--- src/rtl/cdc_pkg.sv ---
// Shared definitions for the req/ack clock-domain-crossing handshake pair.
// Contents:
//   cdc_state_e          responder FSM state (2-bit)
//   CDC_SYNC_STAGES_DEF  default synchroniser depth
package cdc_pkg;

  typedef enum logic [1:0] {
    IDLE    = 2'd0,
    WAIT    = 2'd1,
    DELIVER = 2'd2,
    ACK     = 2'd3
  } cdc_state_e;

  localparam int unsigned CDC_SYNC_STAGES_DEF = 2;

endpackage

--- src/rtl/cdc_ack_responder_b_if.sv ---
// Handshake and status bundle of the clk_b-side CDC responder.
// Signals:
//   req_a_in, data_a_in   request level and held word from the clk_a initiator
//   ack_b_out             acknowledge level back to clk_a
//   data_out, vld_out     word offered to the local consumer
//   rdy_in                local consumer ready
//   busy_out              responder not idle
//   xfer_cnt_out          completed transfers (16-bit, wrapping)
//   proto_err_out         sticky: request dropped before acknowledge
// Modports: slave = responder, master = initiator / consumer / observer side.
interface cdc_ack_responder_b_if #(
  parameter int unsigned DATA_W = 8
);
  logic              req_a_in;
  logic [DATA_W-1:0] data_a_in;
  logic              ack_b_out;
  logic [DATA_W-1:0] data_out;
  logic              vld_out;
  logic              rdy_in;
  logic              busy_out;
  logic [15:0]       xfer_cnt_out;
  logic              proto_err_out;

  modport slave (
    input  req_a_in, data_a_in, rdy_in,
    output ack_b_out, data_out, vld_out, busy_out, xfer_cnt_out, proto_err_out
  );

  modport master (
    output req_a_in, data_a_in, rdy_in,
    input  ack_b_out, data_out, vld_out, busy_out, xfer_cnt_out, proto_err_out
  );
endinterface

--- src/rtl/cdc_sync_bit.sv ---
// Single-bit multi-flop synchroniser with asynchronous active-low reset.
// Ports:
//   i_clk    destination clock
//   i_rst_n  asynchronous active-low reset, clears every stage
//   i_d      asynchronous input level
//   o_q      synchronised level, SYNC_STAGES cycles of latency
module cdc_sync_bit
  import cdc_pkg::*;
#(
  parameter int unsigned SYNC_STAGES = CDC_SYNC_STAGES_DEF
) (
  input  logic i_clk,
  input  logic i_rst_n,
  input  logic i_d,
  output logic o_q
);

  logic [SYNC_STAGES-1:0] r_sync;

  always_ff @(posedge i_clk or negedge i_rst_n) begin
    if (!i_rst_n) begin
      r_sync <= '0;
    end else begin
      r_sync <= {r_sync[SYNC_STAGES-2:0], i_d};
    end
  end

  assign o_q = r_sync[SYNC_STAGES-1];

endmodule

--- src/rtl/cdc_ack_responder_b.sv ---
// clk_b-side responder of the four-phase req/ack CDC handshake.
// Synchronises the request, captures the held word, waits PROC_TICKS cycles, offers the word
// with valid/ready, then raises a registered acknowledge until the request is withdrawn.
// Ports:
//   clk_b     destination clock
//   reset_in  asynchronous active-low reset
//   bus       handshake/status bundle (slave side)
module cdc_ack_responder_b
  import cdc_pkg::*;
#(
  parameter int unsigned DATA_W      = 8,
  parameter int unsigned SYNC_STAGES = CDC_SYNC_STAGES_DEF,
  parameter int unsigned PROC_TICKS  = 3
) (
  input  logic                  clk_b,
  input  logic                  reset_in,
  cdc_ack_responder_b_if.slave  bus
);

  localparam logic [3:0] PROC_CNT = 4'(PROC_TICKS);

  logic              w_req_s;
  cdc_state_e        r_state, w_state_d;
  logic [3:0]        r_cnt, w_cnt_d;
  logic [DATA_W-1:0] r_data, w_data_d;
  logic              r_vld, w_vld_d;
  logic              r_ack, w_ack_d;
  logic              w_xfer_inc;
  logic              w_proto_viol;
  logic [15:0]       r_xfer_cnt;
  logic              r_proto_err;

  cdc_sync_bit #(
    .SYNC_STAGES(SYNC_STAGES)
  ) u_req_sync (
    .i_clk  (clk_b),
    .i_rst_n(reset_in),
    .i_d    (bus.req_a_in),
    .o_q    (w_req_s)
  );

  always_comb begin
    w_state_d    = r_state;
    w_cnt_d      = r_cnt;
    w_data_d     = r_data;
    w_vld_d      = r_vld;
    w_ack_d      = r_ack;
    w_xfer_inc   = 1'b0;
    w_proto_viol = 1'b0;
    unique case (r_state)
      IDLE: begin
        if (w_req_s) begin
          // data_a_in is held stable by the initiator while req is high, so a
          // plain sample here is safe without synchronisation.
          w_data_d = bus.data_a_in;
          w_cnt_d  = PROC_CNT;
          if (PROC_TICKS == 0) begin
            w_state_d = DELIVER;
            w_vld_d   = 1'b1;
          end else begin
            w_state_d = WAIT;
          end
        end
      end
      WAIT: begin
        w_cnt_d      = r_cnt - 4'd1;
        w_proto_viol = !w_req_s;
        if (r_cnt == 4'd1) begin
          w_state_d = DELIVER;
          w_vld_d   = 1'b1;
        end
      end
      DELIVER: begin
        w_proto_viol = !w_req_s;
        if (r_vld && bus.rdy_in) begin
          w_vld_d    = 1'b0;
          w_ack_d    = 1'b1;
          w_xfer_inc = 1'b1;
          w_state_d  = ACK;
        end
      end
      ACK: begin
        if (!w_req_s) begin
          w_ack_d   = 1'b0;
          w_state_d = IDLE;
        end
      end
      default: w_state_d = IDLE;
    endcase
  end

  always_ff @(posedge clk_b or negedge reset_in) begin
    if (!reset_in) begin
      r_state <= IDLE;
      r_cnt   <= '0;
      r_data  <= '0;
      r_vld   <= 1'b0;
      r_ack   <= 1'b0;
    end else begin
      r_state <= w_state_d;
      r_cnt   <= w_cnt_d;
      r_data  <= w_data_d;
      r_vld   <= w_vld_d;
      r_ack   <= w_ack_d;
    end
  end

  always_ff @(posedge clk_b or negedge reset_in) begin
    if (!reset_in) begin
      r_xfer_cnt  <= '0;
      r_proto_err <= 1'b0;
    end else begin
      if (w_xfer_inc) begin
        r_xfer_cnt <= r_xfer_cnt + 16'd1;
      end
      if (w_proto_viol) begin
        r_proto_err <= 1'b1;
      end
    end
  end

  assign bus.ack_b_out     = r_ack;
  assign bus.data_out      = r_data;
  assign bus.vld_out       = r_vld;
  assign bus.busy_out      = (r_state != IDLE);
  assign bus.xfer_cnt_out  = r_xfer_cnt;
  assign bus.proto_err_out = r_proto_err;

endmodule
--- src/flat_wrapper.sv ---
// flat-port wrapper written by rule: the top's interface ports become plain ports
module cdc_ack_responder_b_flat import cdc_pkg::*;
#(
  parameter int unsigned DATA_W      = 8,
  parameter int unsigned SYNC_STAGES = CDC_SYNC_STAGES_DEF,
  parameter int unsigned PROC_TICKS  = 3
)
  (clk_b, reset_in, bus_req_a_in, bus_data_a_in, bus_rdy_in, bus_ack_b_out, bus_data_out, bus_vld_out, bus_busy_out, bus_xfer_cnt_out, bus_proto_err_out);
  cdc_ack_responder_b_if #(.DATA_W(DATA_W)) bus_i ();
  input  logic clk_b;
  input  logic reset_in;
  input wire logic [$bits(bus_i.req_a_in)-1:0] bus_req_a_in;
  input wire logic [$bits(bus_i.data_a_in)-1:0] bus_data_a_in;
  input wire logic [$bits(bus_i.rdy_in)-1:0] bus_rdy_in;
  output wire logic [$bits(bus_i.ack_b_out)-1:0] bus_ack_b_out;
  output wire logic [$bits(bus_i.data_out)-1:0] bus_data_out;
  output wire logic [$bits(bus_i.vld_out)-1:0] bus_vld_out;
  output wire logic [$bits(bus_i.busy_out)-1:0] bus_busy_out;
  output wire logic [$bits(bus_i.xfer_cnt_out)-1:0] bus_xfer_cnt_out;
  output wire logic [$bits(bus_i.proto_err_out)-1:0] bus_proto_err_out;
  assign bus_i.req_a_in = bus_req_a_in;
  assign bus_i.data_a_in = bus_data_a_in;
  assign bus_i.rdy_in = bus_rdy_in;
  assign bus_ack_b_out = bus_i.ack_b_out;
  assign bus_data_out = bus_i.data_out;
  assign bus_vld_out = bus_i.vld_out;
  assign bus_busy_out = bus_i.busy_out;
  assign bus_xfer_cnt_out = bus_i.xfer_cnt_out;
  assign bus_proto_err_out = bus_i.proto_err_out;
  cdc_ack_responder_b #(.DATA_W(DATA_W), .SYNC_STAGES(SYNC_STAGES), .PROC_TICKS(PROC_TICKS)) u_core (.clk_b(clk_b), .reset_in(reset_in), .bus(bus_i));
endmodule
--- config.mk ---
export PLATFORM = sky130hd
export DESIGN_NAME = cdc_ack_responder_b_flat
export DESIGN_NICKNAME = d
export VERILOG_FILES = /design/src/rtl/cdc_pkg.sv /design/src/rtl/cdc_ack_responder_b_if.sv /design/src/rtl/cdc_sync_bit.sv /design/src/rtl/cdc_ack_responder_b.sv /design/src/flat_wrapper.sv
export SDC_FILE = /design/constraint.sdc
export NUM_CORES = 1
export LEC_CHECK = 0
export CORE_MARGIN = 5
export CORE_UTILIZATION = 25
export CTS_CLUSTER_SIZE = 30
export DETAILED_ROUTE_END_ITERATION = 12
export PLACE_DENSITY_LB_ADDON = 0.25
export SLEW_MARGIN = 5
export SYNTH_ARGS = -nofsm -noshare
export SYNTH_HDL_FRONTEND = slang
export SYNTH_SLANG_ARGS = --single-unit
--- constraint.sdc ---
create_clock -name clk_b -period 1.9 [get_ports clk_b]
set_clock_uncertainty 0.15 [all_clocks]
set_input_delay 0.38 -clock clk_b [delete_from_list [all_inputs] [get_ports clk_b]]
set_output_delay 0.38 -clock clk_b [all_outputs]
set_load 0.02 [all_outputs]
# ---- Word level (Yosys, flattened, before mapping)
# Cells that the tools add are included.
dict set report totals {
  register_bits 35
  input_bits 12
  output_inout_bits 28
  elab_cells 47
}
dict set report classes {
  addsub 2
  eq_ne 8
  muxes 16
  n_reduce_logical 13
}
# cell n
set ops {}
lappend ops {{$add 16x1->16 const B} 1}
lappend ops {{$mux 2} 4}
lappend ops {{$pmux 2 s4} 1}
lappend ops {{$pmux 4 s2} 1}
lappend ops {{$reduce_bool 2->1} 4}
lappend ops {{$mux 1} 7}
lappend ops {{$reduce_and 3->1} 2}
lappend ops {{$eq 2x2->1 const B} 2}
lappend ops {{$eq 4x1->1 const B} 1}
lappend ops {{$mux 4} 1}
lappend ops {{$ne 2x1->1 const B} 2}
lappend ops {{$ne 2x2->1 const B} 2}
lappend ops {{$pmux 1 s2} 2}
lappend ops {{$reduce_and 2->1} 2}
lappend ops {{$reduce_and 4->1} 1}
lappend ops {{$sub 4x1->4 const B} 1}
lappend ops {{$eq 2x1->1 const B} 1}
lappend ops {{$logic_not 2->1} 1}
lappend ops {{$reduce_or 2->1} 1}
lappend ops {{$logic_and 1x1->1} 1}
lappend ops {{$logic_not 1->1} 1}

# ---- Depth between registers and ports, before layout
# Gate-level depths: netlist of the first run.
dict set report logic_depth {
  ltp_word 3
  depth_mapped 7
  depth_no_buf 6
}

# ---- Cells and area by module
# A second synthesis of the first run with hierarchy kept.
dict set report hier_totals {
  hier_cells 142
  hier_area_um2 1646.6
}
# mod n_inst cells_each area_per_inst_um2 seq_area_each_um2
set by_module_without_submodules {}
lappend by_module_without_submodules {cdc_ack_responder_b 1 140 1596.5 825.8}
lappend by_module_without_submodules {cdc_sync_bit 1 2 50.0 50.0}

# ---- Worst setup path before layout of the first run
# Ideal clock, no wire load.
dict set report synth_path {
  path_type {flip-flop to flip-flop}
  startpoint {register u_core.r_state[0]}
  endpoint {register u_core.r_xfer_cnt[12] (netlist: u_core.bus.xfer_cnt_out[12])}
  setup_time_ps 129
  t_arrival_ps 1488
  t_required_ps 1621
  slack_ps 132
  stages_incl_launch_ff 8
  path_buffers 1
  period_less_slack_ps 1768
  cell_sequence {dfrtp_1 > inv_1 > ha_1 > and3_4 > and4_1 > buf_6 > nand4_4 > xnor2_2}
}
dict set report synth_between {
  elab_chain_len 2
}
# element line
set synth_lines {}
lappend synth_lines {{start: declaration} cdc_ack_responder_b.sv:23} ;# cdc_state_e r_state, w_state_d;
lappend synth_lines {{start signal: assignment} cdc_ack_responder_b.sv:100} ;# r_state <= w_state_d;
lappend synth_lines {{$eq 2x2->1} cdc_ack_responder_b.sv:50} ;# unique case (r_state)
lappend synth_lines {{$mux 1} cdc_ack_responder_b.sv:50}
lappend synth_lines {{end signal: assignment} cdc_ack_responder_b.sv:114} ;# r_xfer_cnt <= r_xfer_cnt + 16'd1;
lappend synth_lines {{end: declaration} cdc_ack_responder_b.sv:30} ;# logic [15:0] r_xfer_cnt;
# Every way passes these cells.
# A chain may end at the register's enable or synchronous reset.

# ---- Worst setup path after layout of the first run
dict set report layout_path {
  startpoint {register u_core.r_xfer_cnt[1] (netlist: u_core.bus.xfer_cnt_out[1])}
  endpoint {output bus_xfer_cnt_out[1]}
}
# element line
set layout_rtl {}
lappend layout_rtl {{end: declaration} flat_wrapper.sv:19} ;# output wire logic [$bits(bus_i.xfer_cnt_out)-1:0] bus_xfer_cnt_out;
# No word-level cell between the ends.

==> flow_summary.yaml, run 1 <==
status:
  status: "complete, no violations"
route:
  vias: 1152
  drt_iter0_drc: 40
  wl_per_cell_um: 12.4
  drcViolationCount: 0
  ant_nets: 0
  drt-total-wl_um: 3300
  dr.pass1.iters: 4
  via_per_inst: 4.33
global_routing:
  grt_pass1_wl_um: 5690
  grt_max_degree: 36
  antenna_found_initial: 0
  grt_use_total: 0.0840
  grt_pass1_vias: 1182
  grt-ovfl-total: 0
worst_setup_path:
  startpoint_type: "register"
  critical_path_buf_inv_count: 1
  crit_required_ps: 1370
  cp_data_arrival_time_ps: 1320
  crit_type: "reg2out"
  slowest_stage: "clkdlybuf4s50_1"
  crit_path_max_incr_delay_ps: 630
  crit_family: "buffers and inverters"
  end_kind: "primary output"
  crit_fanout: 5
  crit_chain: "clkdlybuf4s50_1"
yosys:
  async_reset_ff_frac: 1.00
  synth_edf_count: 0
  synth_area_mm2: 0.00164
  synth_cells: 134
  ys_seq_area_frac: 0.534
  synth_seq_cells: 35
  ys.flop_type: "dfrtp_1"
  syn_avg_cell_area_um2: 12.2
  yosysWarnings: 0
  yosys.cell_types.count: 31
  syn_nets: 153
sta:
  worst_pin_slew_ps: 422
  final_max_slew_viol_count: 0
  finalSetupViolCount: 0
  fmaxAchievable_mhz: 539
  finalHoldViolations: 0
  rsz0062_at_grt: "no"
  fin_hold_ws_ps: 199
  setup_ws_ps: 46.4
  totalNegativeSetupSlack_ps: 0
  max_slew_margin: 0.715
  min_period_ps: 1850
  timing.final.crit_share: 0.976
floorplan:
  initial_utilization: 0.258
  die_h_um: 91.0
  fp.coreArea_mm2: 0.00635
  core.rowCount: 29
  die_width_um: 91.0
  die_area_mm2: 0.00828
  io-pin-count: 40
clock_tree:
  cts_tree: "yes"
  clock_latency_ps: 280
  holdBufCountCts: 0
  cts_made_buffers: 5
  htree_levels: 2
  post-cts-setup-buffers: 0
  clk_pin_slew_ps: 70
  cts.sinks: 35
  cts_buffer_depth: 2
  cts_root_buffer: "clkbuf_8"
place:
  place_congestion: 0.698
  io_buffer_count: 39
  dp_slack_ps: -72.6
  hpwl_um: 2470
  place_inst: 258
final_layout:
  drive_above_1_share: 0.201
  fin_cells: 266
  layout.nets: 207
  post-route-util: 0.361
  fillCellCount: 638
  final_cell_mix: "dfrtp_1 (35), clkdlybuf4s50_1 (30), nand2_1 (16), xnor2_1 (12), buf_4 (9)"
  area_delta_synth_final_pct: 40.0
  final_common_cell: "dfrtp_1"
  diodes: 0
hold_path:
  holdCritPathClass: "reg2reg"
run:
  maxCapViolCount: 0
power_and_ir_drop:
  ir_drop_uv: 399
  power_density_mw_per_mm2: 1310
  leakagePower_nw: 1.09
synth_stat cells, types with 2 or more instances:
cell type	count	area share
and4_1	3	0.016
nand3_2	2	0.012
xor2_1	2	0.011
a21oi_1	2	0.0061
xnor2_1	12	0.064
a22o_1	3	0.016
o21ai_0	6	0.018
buf_6	2	0.014
nand3_1	6	0.018
ha_1	7	0.053
and3_1	3	0.011
mux2_2	8	0.055
nand4_4	2	0.026
nand2_1	16	0.037
inv_1	8	0.018
dfrtp_1	35	0.53
nand4_1	3	0.011
area by class of cell:
class,instances,area [um^2],share of cell area
Clock buffer,8,100,0.0436
Inverter,8,30.0,0.0131
Sequential cell,35,876,0.382
Tap cell,77,96.3,0.0420
Timing Repair Buffer,49,474,0.207
Multi-Input combinational cell,89,718,0.313
path summary, 6_finish.rpt:
check / start / to / slack (ps) / cells past startpoint
max reg2reg: u_core.r_cnt[1]$_DFFE_PN0P_ / u_core.r_state[1]$_DFFE_PN0P_ / 140 / 6
min: u_core.u_req_sync.r_sync[0]$_DFF_PN0_ / u_core.u_req_sync.r_sync[1]$_DFF_PN0_ / 200 / 0
max: u_core.bus.xfer_cnt_out[1]$_DFFE_PN0P_ / bus_xfer_cnt_out[1] / 50 / 1
max in group asynchronous: reset_in / u_core.u_req_sync.r_sync[0]$_DFF_PN0_ / 1100 / 2
min in group asynchronous: reset_in / u_core.bus.xfer_cnt_out[1]$_DFFE_PN0P_ / 320 / 2
min reg2reg: u_core.u_req_sync.r_sync[0]$_DFF_PN0_ / u_core.u_req_sync.r_sync[1]$_DFF_PN0_ / 200 / 0
cell families (layout without fill, tap and decap cells):
| kind of cell | count (synthesis) | in the layout | share of synthesized area |
|---|---|---|---|
| muxes | 9 | 9 | 0.0641 |
| DFF | 35 | 35 | 0.534 |
| buffers and inverters | 10 | 65 | 0.0321 |
| and+or+nand+nor | 43 | 43 | 0.171 |
| xor gates and xnor gates | 15 | 15 | 0.0847 |
| adders and majority gates | 7 | 7 | 0.0534 |
| AOI/OAI and AO/OA | 15 | 15 | 0.0603 |
where the power goes:
group          switching, W  leakage, nW  internal [W]  total (W)
Sequential         0.000150        0.440      0.000946    0.00110
Clock              0.000254       0.0515      0.000331   0.000584
Combinational      0.000642        0.601      0.000673    0.00132
Total               0.00105         1.09       0.00195    0.00300
stage by stage:
stage | power, W | area, um^2
3_5_place_dp | 0.00247 | 2190
5_1_grt | 0.00322 | 2290
6_report | 0.00300 | 2290
3_3_place_gp | 0.00247 | 2190
2_1_floorplan | 0.00190 | 1640
4_1_cts | 0.00306 | 2280
state kept, by name (all words and copies together) (netlist names):
register and count:
u_core.bus.ack_b_out 1, u_core.bus.data_out 8, u_core.bus.proto_err_out 1, u_core.bus.vld_out 1, u_core.bus.xfer_cnt_out 16, u_core.r_cnt 4
u_core.r_state 2, u_core.u_req_sync.r_sync 2
timing repair:
| item | in CTS | in global routing |
|---|---|---|
| setup endpoints to repair | 6 | 6 |
| hold endpoints to repair | 0 | 0 |
| resized for setup | 6 | 7 |
metal layers:
| layer | global-route usage | part of all wire | vias up | wire [um] |
|---|---|---|---|---|
| met5 | 0 | 0 | - | 0 |
| met4 | 0.0257 | 0.013 | 0 | 43 |
| met3 | 0.0355 | 0.069 | 6 | 228 |
| met2 | 0.130 | 0.47 | 24 | 1550 |
| met1 | 0.106 | 0.45 | 552 | 1480 |
| li1 | - | - | 570 | - |
No activity file was read; power rests on OpenSTA's default activity.
==> run 2: changes to the inputs <==
--- a/config.mk
+++ b/config.mk
@@ -9,6 +9,7 @@
 export CORE_UTILIZATION = 25
 export CTS_CLUSTER_SIZE = 30
 export DETAILED_ROUTE_END_ITERATION = 12
+export GPL_TIMING_DRIVEN = 0
 export PLACE_DENSITY_LB_ADDON = 0.25
 export SLEW_MARGIN = 5
 export SYNTH_ARGS = -nofsm -noshare
==> constraint.sdc (replaced) <==
create_clock -name clk_b -period 2.23 [get_ports clk_b]
set_clock_uncertainty 0.15 [all_clocks]
set_input_delay 0.446 -clock clk_b [delete_from_list [all_inputs] [get_ports clk_b]]
set_output_delay 0.446 -clock clk_b [all_outputs]
set_load 0.02 [all_outputs]
==> flow_summary.yaml, run 2 (synthesis gave the netlist of run 1 again) <==
floorplan:
  die_area_mm2: 0.00828
  die_width_um: 91.0
  die_h_um: 91.0
  fp.coreArea_mm2: 0.00635
  core.rowCount: 29
  initial_utilization: 0.258
  io-pin-count: 40
worst_setup_path:
  worst_path_most_repeated_cell: "inv_1"
  crit_chain: "inv_1, ha_1, inv_1, dlygate4sd2_1"
  cp_data_arrival_time_ps: 1430
  reg2reg_to: "u_core.bus.xfer_cnt_out[12]$_DFFE_PN0P_"
  end_kind: "primary output"
  crit_path_max_incr_delay_ps: 400
  crit_family: "buffers and inverters"
  regToRegSetupSlack_ps: 350
  critical_path_buf_inv_count: 3
  crit_fanout: 5
  crit_type: "reg2out"
  worst-r2r-cell-count: 7
  crit_required_ps: 1630
  slowest_stage: "dfrtp_1"
  startpoint_type: "register"
  rr_startpoint: "u_core.r_state[0]$_DFFE_PN0P_"
place:
  dp_slack_ps: 182
  hpwl_um: 2370
  io_buffer_count: 39
  placed_area_mm2: 0.00214
  place_congestion: 0.709
clock_tree:
  cts.sinks: 35
  post-cts-setup-buffers: 0
  clk_pin_slew_ps: 70
  cts_root_buffer: "clkbuf_8"
  cts_made_buffers: 5
  clock_latency_ps: 280
  cts_buffer_depth: 2
  cts_tree: "yes"
  htree_levels: 2
sta:
  fin_hold_ws_ps: 200
  finalSetupViolCount: 0
  worst_pin_slew_ps: 398
  rsz0062_at_grt: "no"
  totalNegativeSetupSlack_ps: 0
  finalHoldViolations: 0
  setup_ws_ps: 201
  timing.final.crit_share: 0.910
  min_period_ps: 2030
  final_max_slew_viol_count: 0
  fmaxAchievable_mhz: 493
  max_slew_margin: 0.732
final_layout:
  fillCellCount: 629
  area_delta_synth_final_pct: 39.2
  post-route-util: 0.359
  diodes: 0
  drive_above_1_share: 0.169
  layout.nets: 201
  multiInputGateArea_um2: 711
  register_area_um2: 876
  largest_reg_flops: 16
  final_cell_mix: "clkdlybuf4s50_1 (37), dfrtp_1 (35), nand2_1 (16), xnor2_1 (12)"
  fin_area_mm2: 0.00228
  final_common_cell: "clkdlybuf4s50_1"
power_and_ir_drop:
  power_density_mw_per_mm2: 1170
  leakagePower_nw: 1.00
  ir_drop_uv: 380
route:
  drcViolationCount: 0
  ant_nets: 0
  via_per_inst: 4.46
  vias: 1159
  dr.pass1.iters: 4
  drt_iter0_drc: 44
  wl_per_cell_um: 12.3
  drt-total-wl_um: 3200
global_routing:
  grt_use_total: 0.0840
  grt-ovfl-total: 0
  met2_usage: 0.138
  grt_pass1_vias: 1220
  grt_pass1_wl_um: 5750
  grt_max_degree: 36
  busiest_layer: "met2"
  antenna_found_initial: 0
  grt_use_met3: 0.0289
  met1_usage: 0.101
status:
  status: "complete, no violations"
hold_path:
  holdPathEnd: "u_core.u_req_sync.r_sync[1]$_DFF_PN0_"
  hold_depth: 0
  min_from: "u_core.u_req_sync.r_sync[0]$_DFF_PN0_"
  holdCritPathClass: "reg2reg"
run:
  maxCapViolCount: 0
run 2: repair_timing:
item,4_1_cts,5_1_grt
resized for setup,1,0
hold buffers,1,0
endpoints found under the hold margin,35,0
endpoints found under the setup margin,1,0
run 2: cell type report:
cell class	count	share of cell area
repair buffers	41	0.181
flip-flops and latches	35	0.384
inverters	8	0.0132
well taps	77	0.0422
clock inverters	2	0.0263
multi-input cells	89	0.311
clock buffers	6	0.0318
plain buffers	2	0.00987
run 2: report_power, final:
part / switching, W / internal (W) / total (W)
logic: 0.000522 / 0.000535 / 0.00106
clock network: 0.000225 / 0.000447 / 0.000672
registers: 0.000135 / 0.000806 / 0.000941
total: 0.000882 / 0.00179 / 0.00267
run 2: per-stage QoR:
step | power (W) | std cells
CTS | 0.00273 | 260
global placement | 0.00203 | 250
detailed placement | 0.00204 | 251
floorplan | 0.00162 | 134
global route | 0.00287 | 260
finish | 0.00267 | 260
run 2: layer usage:
layer / share of wire / vias up
met2: 0.48 / 24
met3: 0.060 / 9
li1: - / 555
met5: 0 / -
met4: 0.018 / 0
met1: 0.44 / 571
run 2: worst max-delay path by stage:
stage,slack (ps),start,end,depth (start not counted)
after global placement,-360,reset_in,u_core.bus.proto_err_out$_DFFE_PN0P_,1
after CTS,170,u_core.r_state[0]$_DFFE_PN0P_,bus_busy_out,4
after global routing,120,u_core.r_state[0]$_DFFE_PN0P_,bus_busy_out,4
final,200,u_core.r_state[0]$_DFFE_PN0P_,bus_busy_out,4
after detailed placement,180,bus_rdy_in,u_core.bus.xfer_cnt_out[12]$_DFFE_PN0P_,6
after floorplan,460,u_core.r_state[0]$_DFFE_PN0P_,u_core.bus.xfer_cnt_out[12]$_DFFE_PN0P_,7
